**config.mk**
```make
export PLATFORM = sky130hd
export DESIGN_NAME = stream_packet_arbiter
export DESIGN_NICKNAME = d
export VERILOG_FILES = /design/src/rtl/stream_packet_arbiter.sv
export SDC_FILE = /design/constraint.sdc
export NUM_CORES = 1
export LEC_CHECK = 0
export ABC_AREA = 1
export CORE_MARGIN = 5
export CORE_UTILIZATION = 31
export DETAILED_ROUTE_END_ITERATION = 12
export GPL_ROUTABILITY_DRIVEN = 0
export PLACE_DENSITY = 0.88
export SKIP_LAST_GASP = 1
export SLEW_MARGIN = 30
export SYNTH_ARGS = -nofsm -noshare
export SYNTH_HDL_FRONTEND = slang
export SYNTH_SLANG_ARGS = --single-unit
```
**constraint.sdc**
```tcl
create_clock -name ACLK -period 2.16 [get_ports ACLK]
set_input_delay 0.216 -clock ACLK [delete_from_list [all_inputs] [get_ports ACLK]]
set_output_delay 0.216 -clock ACLK [all_outputs]
set_load 0.1 [all_outputs]
```
**src/rtl/stream_packet_arbiter.sv**
```systemverilog
// Round-robin, packet-locked stream arbiter: one owner drives the shared channel until its last beat.
// Optional grant statistics are built when STREAM_ARB_STATS_EN is defined.
module stream_packet_arbiter #(
    parameter int unsigned INPUT_NUM  = 3,
    parameter int unsigned DATA_WIDTH = 32
`ifdef STREAM_ARB_STATS_EN
    ,
    parameter int unsigned CNT_WIDTH  = 16
`endif
) (
    input  logic                  ACLK,
    input  logic                  ARESET,
    input  logic [DATA_WIDTH-1:0] data_i [INPUT_NUM],
    input  logic [INPUT_NUM-1:0]  valid_i,
    input  logic [INPUT_NUM-1:0]  last_i,
    output logic [INPUT_NUM-1:0]  ready_o,
    output logic [DATA_WIDTH-1:0] data_o,
    output logic                  valid_o,
    output logic                  last_o,
    input  logic                  ready_i,
    output logic [INPUT_NUM-1:0]  grant_o,
    output logic                  busy_o
`ifdef STREAM_ARB_STATS_EN
    ,
    output logic [CNT_WIDTH-1:0]  grant_cnt_o [INPUT_NUM]
`endif
);

    localparam int unsigned IDX_W = (INPUT_NUM > 1) ? $clog2(INPUT_NUM) : 1;

    typedef logic [IDX_W-1:0] idx_t;
    typedef enum logic {S_IDLE, S_LOCKED} state_e;

    state_e               state_q,   state_d;
    idx_t                 gnt_idx_q, gnt_idx_d;
    idx_t                 ptr_q,     ptr_d;
    logic [INPUT_NUM-1:0] grant_q,   grant_d;
    logic                 busy_q,    busy_d;

    idx_t                 sel_idx;
    logic                 sel_found;
    logic                 start;
    logic                 beat_done;
    int unsigned          cand;

    // First requesting index at or after the pointer, wrapping modulo INPUT_NUM.
    always_comb begin
        // NOTE: every signal assigned here gets a default first, so no latch is inferred.
        sel_idx   = ptr_q;
        sel_found = 1'b0;
        cand      = 0;
        for (int unsigned k = 0; k < INPUT_NUM; k++) begin
            cand = (32'(ptr_q) + k) % INPUT_NUM;
            if (!sel_found && valid_i[idx_t'(cand)]) begin
                sel_idx   = idx_t'(cand);
                sel_found = 1'b1;
            end
        end
    end

    always_comb begin
        ready_o = '0;
        data_o  = '0;
        valid_o = 1'b0;
        last_o  = 1'b0;
        if (state_q == S_LOCKED) begin
            valid_o            = valid_i[gnt_idx_q];
            last_o             = last_i[gnt_idx_q];
            data_o             = data_i[gnt_idx_q];
            ready_o[gnt_idx_q] = ready_i;
        end
    end

    assign start     = (state_q == S_IDLE) && sel_found;
    assign beat_done = (state_q == S_LOCKED) && valid_o && ready_i && last_o;

    always_comb begin
        state_d   = state_q;
        gnt_idx_d = gnt_idx_q;
        ptr_d     = ptr_q;
        grant_d   = grant_q;
        busy_d    = busy_q;
        unique case (state_q)
            S_IDLE: begin
                if (start) begin
                    state_d          = S_LOCKED;
                    gnt_idx_d        = sel_idx;
                    grant_d          = '0;
                    grant_d[sel_idx] = 1'b1;
                    busy_d           = 1'b1;
                end
            end
            S_LOCKED: begin
                // Ownership ends only on the accepted last beat; stalls and valid gaps keep the lock.
                if (beat_done) begin
                    state_d = S_IDLE;
                    grant_d = '0;
                    busy_d  = 1'b0;
                    ptr_d   = (gnt_idx_q == idx_t'(INPUT_NUM - 1)) ? '0 : gnt_idx_q + 1'b1;
                end
            end
            default: state_d = S_IDLE;
        endcase
    end

    always_ff @(posedge ACLK) begin
        // NOTE: flops use non-blocking assignments so every register samples the same old values.
        if (ARESET) begin
            state_q   <= S_IDLE;
            gnt_idx_q <= '0;
            ptr_q     <= '0;
            grant_q   <= '0;
            busy_q    <= 1'b0;
        end else begin
            state_q   <= state_d;
            gnt_idx_q <= gnt_idx_d;
            ptr_q     <= ptr_d;
            grant_q   <= grant_d;
            busy_q    <= busy_d;
        end
    end

    assign grant_o = grant_q;
    assign busy_o  = busy_q;

`ifdef STREAM_ARB_STATS_EN
    logic [CNT_WIDTH-1:0] cnt_q [INPUT_NUM];
    logic [CNT_WIDTH-1:0] cnt_d [INPUT_NUM];

    // Saturating per-requester count of IDLE->LOCKED transitions.
    always_comb begin
        cnt_d = cnt_q;
        if (start && (cnt_q[sel_idx] != '1)) begin
            cnt_d[sel_idx] = cnt_q[sel_idx] + 1'b1;
        end
    end

    always_ff @(posedge ACLK) begin
        if (ARESET) begin
            cnt_q <= '{default: '0};
        end else begin
            cnt_q <= cnt_d;
        end
    end

    assign grant_cnt_o = cnt_q;
`else
    // Arbitration only: no statistics state in this build.
`endif

endmodule
```
==> summary.txt, run 1 <==
Detailed Place HPWL: 6.15 mm
Crit path launch type: register
Yosys Warn Count: 0
Number of global-route vias before repair: 2494
Die Height: 80.3 um
Clock-pin slew on the worst setup and hold paths: 0.05 ns
FF+latch area: 180 um^2
Maximum vdd ir drop: 0.000505 V
Synth Area in Compound Gates: 6.05%
WHS Endpoint: busy_o
Worst setup EP type: register
Fmax: 0.511 GHz
Outcome: complete, no violations
Post-route insts no fill: 534
Largest net degree at the start of global routing: 25
Final Max Tran Viols: 0
Post-route design area: 0.00349 mm^2
Fill count: 365
Slowest cell on crit path: ha_1
Clock root buffer: clkbuf_8
Final period util: 90.6%
Netlist Area Pre-Place: 0.00153 mm^2
Pin slew with the least headroom to its limit: 0.288 ns
Adder-cell share of the synthesized area: 3.27%
Post-synthesis sequential area ratio: 11.8%
Total core area: 0.00475 mm^2
Die ar.: 0.00644 mm^2
Cell row count: 25
Grt total ovfl: 0
Initial core utilization: 32.2%
Post-synthesis net count: 433
Xor/xnor cell area share of the yosys netlist: 0%
RSZ-0062 raised after global routing: false
CTS tree: done
Clock Sinks: 9
Nets: 577
Slew HR: 80.8%
Share of layout cells above drive strength 1: 13.9%
First-pass GRT wire length: 11.4 mm
Final hold violations: 0
Buf/Inv on CP: 4
Postcts setup bufs: 0
Reg-to-Reg End: gnt_idx_q[1]
Post-Synth Simple-Gate Area: 62.5%
Setup Crit Path Kind: reg2reg
Diode count: 0
Reg2reg setup slack: 0.20 ns
Final setup violation count: 0
CP required: 2.30 ns
Path depth of the worst reg2reg path: 13
Clock buffer depth: 2
Combinational family with the most area after synthesis: simple AND/OR/NAND/NOR gates
Placed insts: 530
PortBufs: 145
Final wirelength: 7.35 mm
Worst-path maximum fanout: 7
Pre-CTS setup slack: 0.251 ns
Routed Antenna Nets: 0
Max-Cap Viols: 0
Data arrival, critical path: 2.10 ns
# IOs: 146
Mapped Avg Cell Area: 4.72 um^2
1st-iter DRT viols: 59
Layout area overhead: 128%
Mapped Cells: 324
Min Clock Period, post-route: 1.96 ns
Vias per inst: 4.74
Hold Buf Count CTS: 0
Clk Latency, worst-skew pair: 0.24 ns
Worst r2r src: ptr_q[0]
Critical path cell sequence: inv_1 > ha_1 > inv_2 > nand2_1 > nand3_1 > nand2_1 > nand2_2 > o21ai_4 > inv_2 > nand3_2 > o21ai_1 > nand2_1 > inv_1
Final core utilization: 73.5%
Area used by multi-input combinational logic: 0.00110 mm^2
Clock Skew: 0.00413 ns
P per Cell Area: 720 mW/mm^2
Cell repeated most along the worst path: nand2_1
H-tree Lvls: 1
WL/cell: 13.8 um
GRT Total Usage: 22.2%
Final setup margin: 0.203 ns
Vias: 2529
Worst hold stages: 2
Hold/Removal Path Class: reg2reg
Lkg Pwr: 1.80 nW
Placed Area: 0.00345 mm^2
Num CTS Buffers: 3
DRC Markers: 0
Post-synthesis mux area share: 0%
Hold Crit Start: busy_o
Max stage delay on crit path: 0.41 ns
Synth Register Bits: 9
Pre-antenna DRT Iters: 4
DIE WIDTH: 80.3 um
Post-cts repair resize count: 0
Crit-path leading delay family: simple AND/OR/NAND/NOR gates
Synth unique cells: 22
Initial antenna violation count: 0
metal layers:
| metal | share of wire, % | vias to the layer above | wire [um] | track usage (%) |
|---|---|---|---|---|
| met3 | 12 | 17 | 857 | 6.61 |
| met2 | 48 | 135 | 3550 | 41.6 |
| met5 | 0 | - | 0 | 0 |
| met1 | 38 | 1111 | 2770 | 23.8 |
| met4 | 2.4 | 0 | 176 | 6.25 |
| li1 | - | 1266 | - | - |
cells in the final DEF (no fill, tap or decap):
master           synthesis  final
a21oi_1                  6      6
buf_12                   0     38
buf_4                    0     10
clkbuf_1                10      1
clkbuf_8                 0      3
clkdlybuf4s50_1          0    104
dfxtp_1                  9      9
ha_1                     4      4
inv_1                   50     50
inv_2                    4      3
inv_4                    0      1
nand2_1                168    168
nand2_2                  1      1
nand2_4                  1      1
nand3_1                 47     47
nand3_2                  1      1
nand4_2                  1      1
nor2_1                   8      8
nor2_2                   1      1
nor2b_2                  1      1
nor3_2                   0      1
o21ai_0                  3      3
o21ai_1                  1      1
o21ai_2                  2      2
o21ai_4                  1      1
o221ai_1                 1      1
logic make-up (layout without fill, tap and decap cells):
logic type | count (synthesis) | in the layout
compound gates | 14 | 14
fa+ha+maj | 4 | 4
buf+inv | 67 | 210
flops | 9 | 9
simple gates | 230 | 230
through the flow:
stage | hold slack, ns | setup TNS (ns) | power, W
floorplan | 0.285 | -0.114 | 0.00149
global placement | 0.456 | 0 | 0.00229
detailed placement | 0.481 | 0 | 0.00232
CTS | 0.493 | 0 | 0.00253
global route | 0.521 | 0 | 0.00265
finish | 0.491 | 0 | 0.00252
cell type report:
class,instances,share of cell area (%)
Timing Repair Buffer,152,53.7
Sequential cell,9,5.16
Multi-Input combinational cell,248,31.6
Inverter,54,5.87
Clock buffer,4,1.29
Tap cell,67,2.40
cells in the mapped netlist:
master,instances,area (um^2)
o221ai_1,1,8.76
dfxtp_1,9,180
o21ai_0,3,15.0
o21ai_1,1,5.00
nor2b_2,1,8.76
nand2_2,1,6.26
nand3_2,1,10.0
nand2_4,1,11.3
clkbuf_1,10,37.5
nor2_2,1,6.26
nor3_1,1,5.00
inv_1,50,188
ha_1,4,50.1
nand2_1,168,631
nand4_2,1,12.5
o21ai_2,2,17.5
o21ai_4,1,16.3
buf_1,3,11.3
inv_2,4,15.0
nor2_1,8,30.0
a21oi_1,6,30.0
nand3_1,47,235
how the worst max path moves through the flow:
| stage | startpoint | end | slack, ns | depth (start not counted) |
|---|---|---|---|---|
| after floorplan | state_q | ready_o[1] | -0.06 | 3 |
| after detailed placement | ptr_q[0] | grant_o[0] | 0.25 | 10 |
| after global routing | ptr_q[0] | gnt_idx_q[1] | 0.008 | 13 |
| after global placement | ptr_q[0] | gnt_idx_q[1] | 0.38 | 13 |
| final | ptr_q[0] | gnt_idx_q[1] | 0.20 | 13 |
| after CTS | gnt_idx_q[0] | data_o[22] | 0.15 | 8 |
report_power, final:
| group | total, W | internal (W) | switching [W] |
|---|---|---|---|
| combinational | 0.00210 | 0.000757 | 0.00134 |
| clock | 0.000206 | 0.000129 | 0.0000763 |
| sequential | 0.000210 | 0.000190 | 0.0000204 |
| total | 0.00252 | 0.00108 | 0.00144 |
state kept, by name, summed over array words and instances (netlist names):
signal     cells
grant_o        3
gnt_idx_q      2
ptr_q          2
busy_o         1
state_q        1
worst min-delay path, stage by stage (launching register included):
cell and delay (ns):
dfxtp_1 0.31, nand2_1 0.06, a21oi_1 0.06
Note: power is estimated with default switching activity, not from simulation.
==> inputs of run 2 (changes only) <==
--- a/config.mk
+++ b/config.mk
@@ -6,11 +6,13 @@
 export NUM_CORES = 1
 export LEC_CHECK = 0
 export ABC_AREA = 1
+export CORE_ASPECT_RATIO = 1.75
 export CORE_MARGIN = 5
 export CORE_UTILIZATION = 31
 export DETAILED_ROUTE_END_ITERATION = 12
 export GPL_ROUTABILITY_DRIVEN = 0
 export PLACE_DENSITY = 0.88
+export REMOVE_ABC_BUFFERS = 1
 export SKIP_LAST_GASP = 1
 export SLEW_MARGIN = 30
 export SYNTH_ARGS = -nofsm -noshare
==> summary.txt, run 2 (synthesis gave the netlist of run 1 again) <==
Postcts setup bufs: 0 (unchanged)
Largest net degree at the start of global routing: 23 (-8.0%)
Pwr Total: 0.00250 W (-0.79%)
Routed Antenna Nets: 0 (unchanged)
Post-route design area: 0.00347 mm^2 (-0.68%)
Lkg Pwr: 1.79 nW (-0.17%)
Placed Area: 0.00343 mm^2 (-0.62%)
Num CTS Buffers: 3 (unchanged)
Number of global-route vias before repair: 2350 (-5.8%)
Grt total ovfl: 0 (unchanged)
Pin slew with the least headroom to its limit: 0.406 ns (+0.118 ns)
Switching part of the total power: 57.0% (-0.27 points)
Maximum vdd ir drop: 0.000550 V (+8.8%)
Hold Buf Count CTS: 0 (unchanged)
Sw power: 0.00142 W (-1.3%)
Slew HR: 72.7% (-8.1 points)
Hold_ws: 0.489 ns (-0.00241 ns)
Most frequent cells in the layout: nand2_1 (168), clkdlybuf4s50_1 (104), inv_1 (50)
Final setup violation count: 0 (unchanged)
DIE WIDTH: 63.1 um (-21%)
Nets: 577 (unchanged)
Max-Cap Viols: 0 (unchanged)
Flop pwr share: 8.4% (about the same)
Total core area: 0.00489 mm^2 (+2.9%)
Crit path launch type: register
Wl on met1: 2.55 mm (-7.9%)
Share of layout cells above drive strength 1: 13.7% (-0.21 points)
Gate power share: 83.8% (+0.3 points)
Clock root buffer: clkbuf_8
Vias: 2505 (-0.95%)
Hold/Removal Path Class: reg2reg
CP required: 1.94 ns (-0.36 ns)
Final Max Tran Viols: 0 (unchanged)
Vias per inst: 4.81 (+1.5%)
H-tree Lvls: 1 (unchanged)
CTS tree: done
Most common cell after layout, fill and taps aside: nand2_1
Die ar.: 0.00650 mm^2 (+0.87%)
Setup Crit Path Kind: reg2out
Data arrival, critical path: 1.75 ns (-0.35 ns)
WL/cell: 14.4 um (+4.7%)
1st-iter DRT viols: 130 (+120%)
Met2 wire len: 4.17 mm (+18%)
Initial core utilization: 31.3% (-0.91 points)
DRC Markers: 0 (unchanged)
Min Clock Period, post-route: 1.96 ns (+0.00765 ns)
Layout area overhead: 127%
Fmax: 0.509 GHz (-0.39%)
Cell row count: 34 (+36%)
Post-route insts no fill: 521 (-2.4%)
Outcome: complete, no violations
Worst setup EP type: output port
Placed insts: 517 (-2.5%)
Clock Sinks: 9 (unchanged)
Worst-path maximum fanout: 18 (+11)
Clk Latency, worst-skew pair: 0.24 ns (about the same)
First-pass GRT wire length: 11.4 mm (+0.12%)
Post-cts repair resize count: 0 (unchanged)
GRT Total Usage: 21.7% (-0.53 points)
Clock buffer depth: 2 (unchanged)
FF+latch area: 180 um^2 (unchanged)
Die Height: 103 um (+28%)
Diode count: 0 (unchanged)
Initial antenna violation count: 0 (unchanged)
Final core utilization: 70.9% (-2.6 points)
Clock-pin slew on the worst setup and hold paths: 0.04 ns (about the same)
P per Cell Area: 719 mW/mm^2 (-0.12%)
PortBufs: 145 (unchanged)
# IOs: 146 (unchanged)
Detailed Place HPWL: 6.39 mm (+4.0%)
Pre-antenna DRT Iters: 4 (unchanged)
Final period util: 90.9% (+0.35 points)
RSZ-0062 raised after global routing: false
Int Pwr: 0.00107 W (-0.16%)
Final wirelength: 7.51 mm (+2.1%)
Clock Skew: 0.00339 ns (-0.000742 ns)
DR WL met3: 603 um (-30%)
Final hold violations: 0 (unchanged)
Share of power burned in the clock network: 7.8% (-0.4 points)
Area used by multi-input combinational logic: 0.00110 mm^2 (-0.45%)
Fill count: 378 (+3.6%)
Max FFs per register: 3 (unchanged)
Highest Signal Layer: met4
-- run 2: cell counts in the layout (fill, tap and decap cells not counted) --
Identical to the previous run, type by type.
-- run 2: critical path, stage by stage (launching register included) --
cell and delay (ns):
dfxtp_1 0.39, nand2_1 0.12, inv_2 0.30, buf_12 0.20, nand2_1 0.06, nand3_1 0.09, nand2_1 0.06, inv_1 0.10
buf_12 0.18
-- run 2: area by class of cell --
class	count	share of cell area, %
timing repair buffer	152	54.1
multi-input combinational	248	31.7
inverter	54	5.84
sequential	9	5.19
tap	54	1.95
clock buffer	4	1.30
-- run 2: through the flow --
step | TNS [ns] | setup WS, ns
floorplan | -2.03 | -1.19
global placement | 0 | 0.368
detailed placement | 0 | 0.270
CTS | 0 | 0.195
global route | 0 | 0.0330
finish | 0 | 0.195
-- run 2: metal layers --
metal / vias up / global-route usage (%)
li1: 1263 / -
met1: 1110 / 22.2
met2: 115 / 42.3
met3: 17 / 5.45
met4: 0 / 6.54
met5: - / 0
-- run 2: final timing paths --
kind | startpoint | to | slack, ns | depth (start not counted)
setup / recovery | gnt_idx_q[0] | data_o[1] | 0.20 | 8
hold / removal | busy_o | busy_o | 0.49 | 2
setup reg to reg | ptr_q[0] | gnt_idx_q[1] | 0.23 | 13
hold reg to reg | busy_o | busy_o | 0.49 | 2
-- run 2: power by group through the flow --
stage | clock, W | sequential, W | combinational [W]
6_report | 0.000195 | 0.000210 | 0.00209
2_1_floorplan | 0 | 0.000311 | 0.00116
3_5_place_dp | 0 | 0.000211 | 0.00210
3_3_place_gp | 0 | 0.000210 | 0.00208
5_1_grt | 0.000207 | 0.000213 | 0.00220
4_1_cts | 0.000199 | 0.000209 | 0.00211
==> inputs of run 3 (changes only) <==
--- a/config.mk
+++ b/config.mk
@@ -6,6 +6,8 @@
 export NUM_CORES = 1
 export LEC_CHECK = 0
 export ABC_AREA = 1
+export ABC_CLOCK_PERIOD_IN_PS = 2160
+export CAP_MARGIN = 10
 export CORE_ASPECT_RATIO = 1.75
 export CORE_MARGIN = 5
 export CORE_UTILIZATION = 31
==> results of run 3 <==
The final DEF is identical to that of run 2; final timing and power are the same.
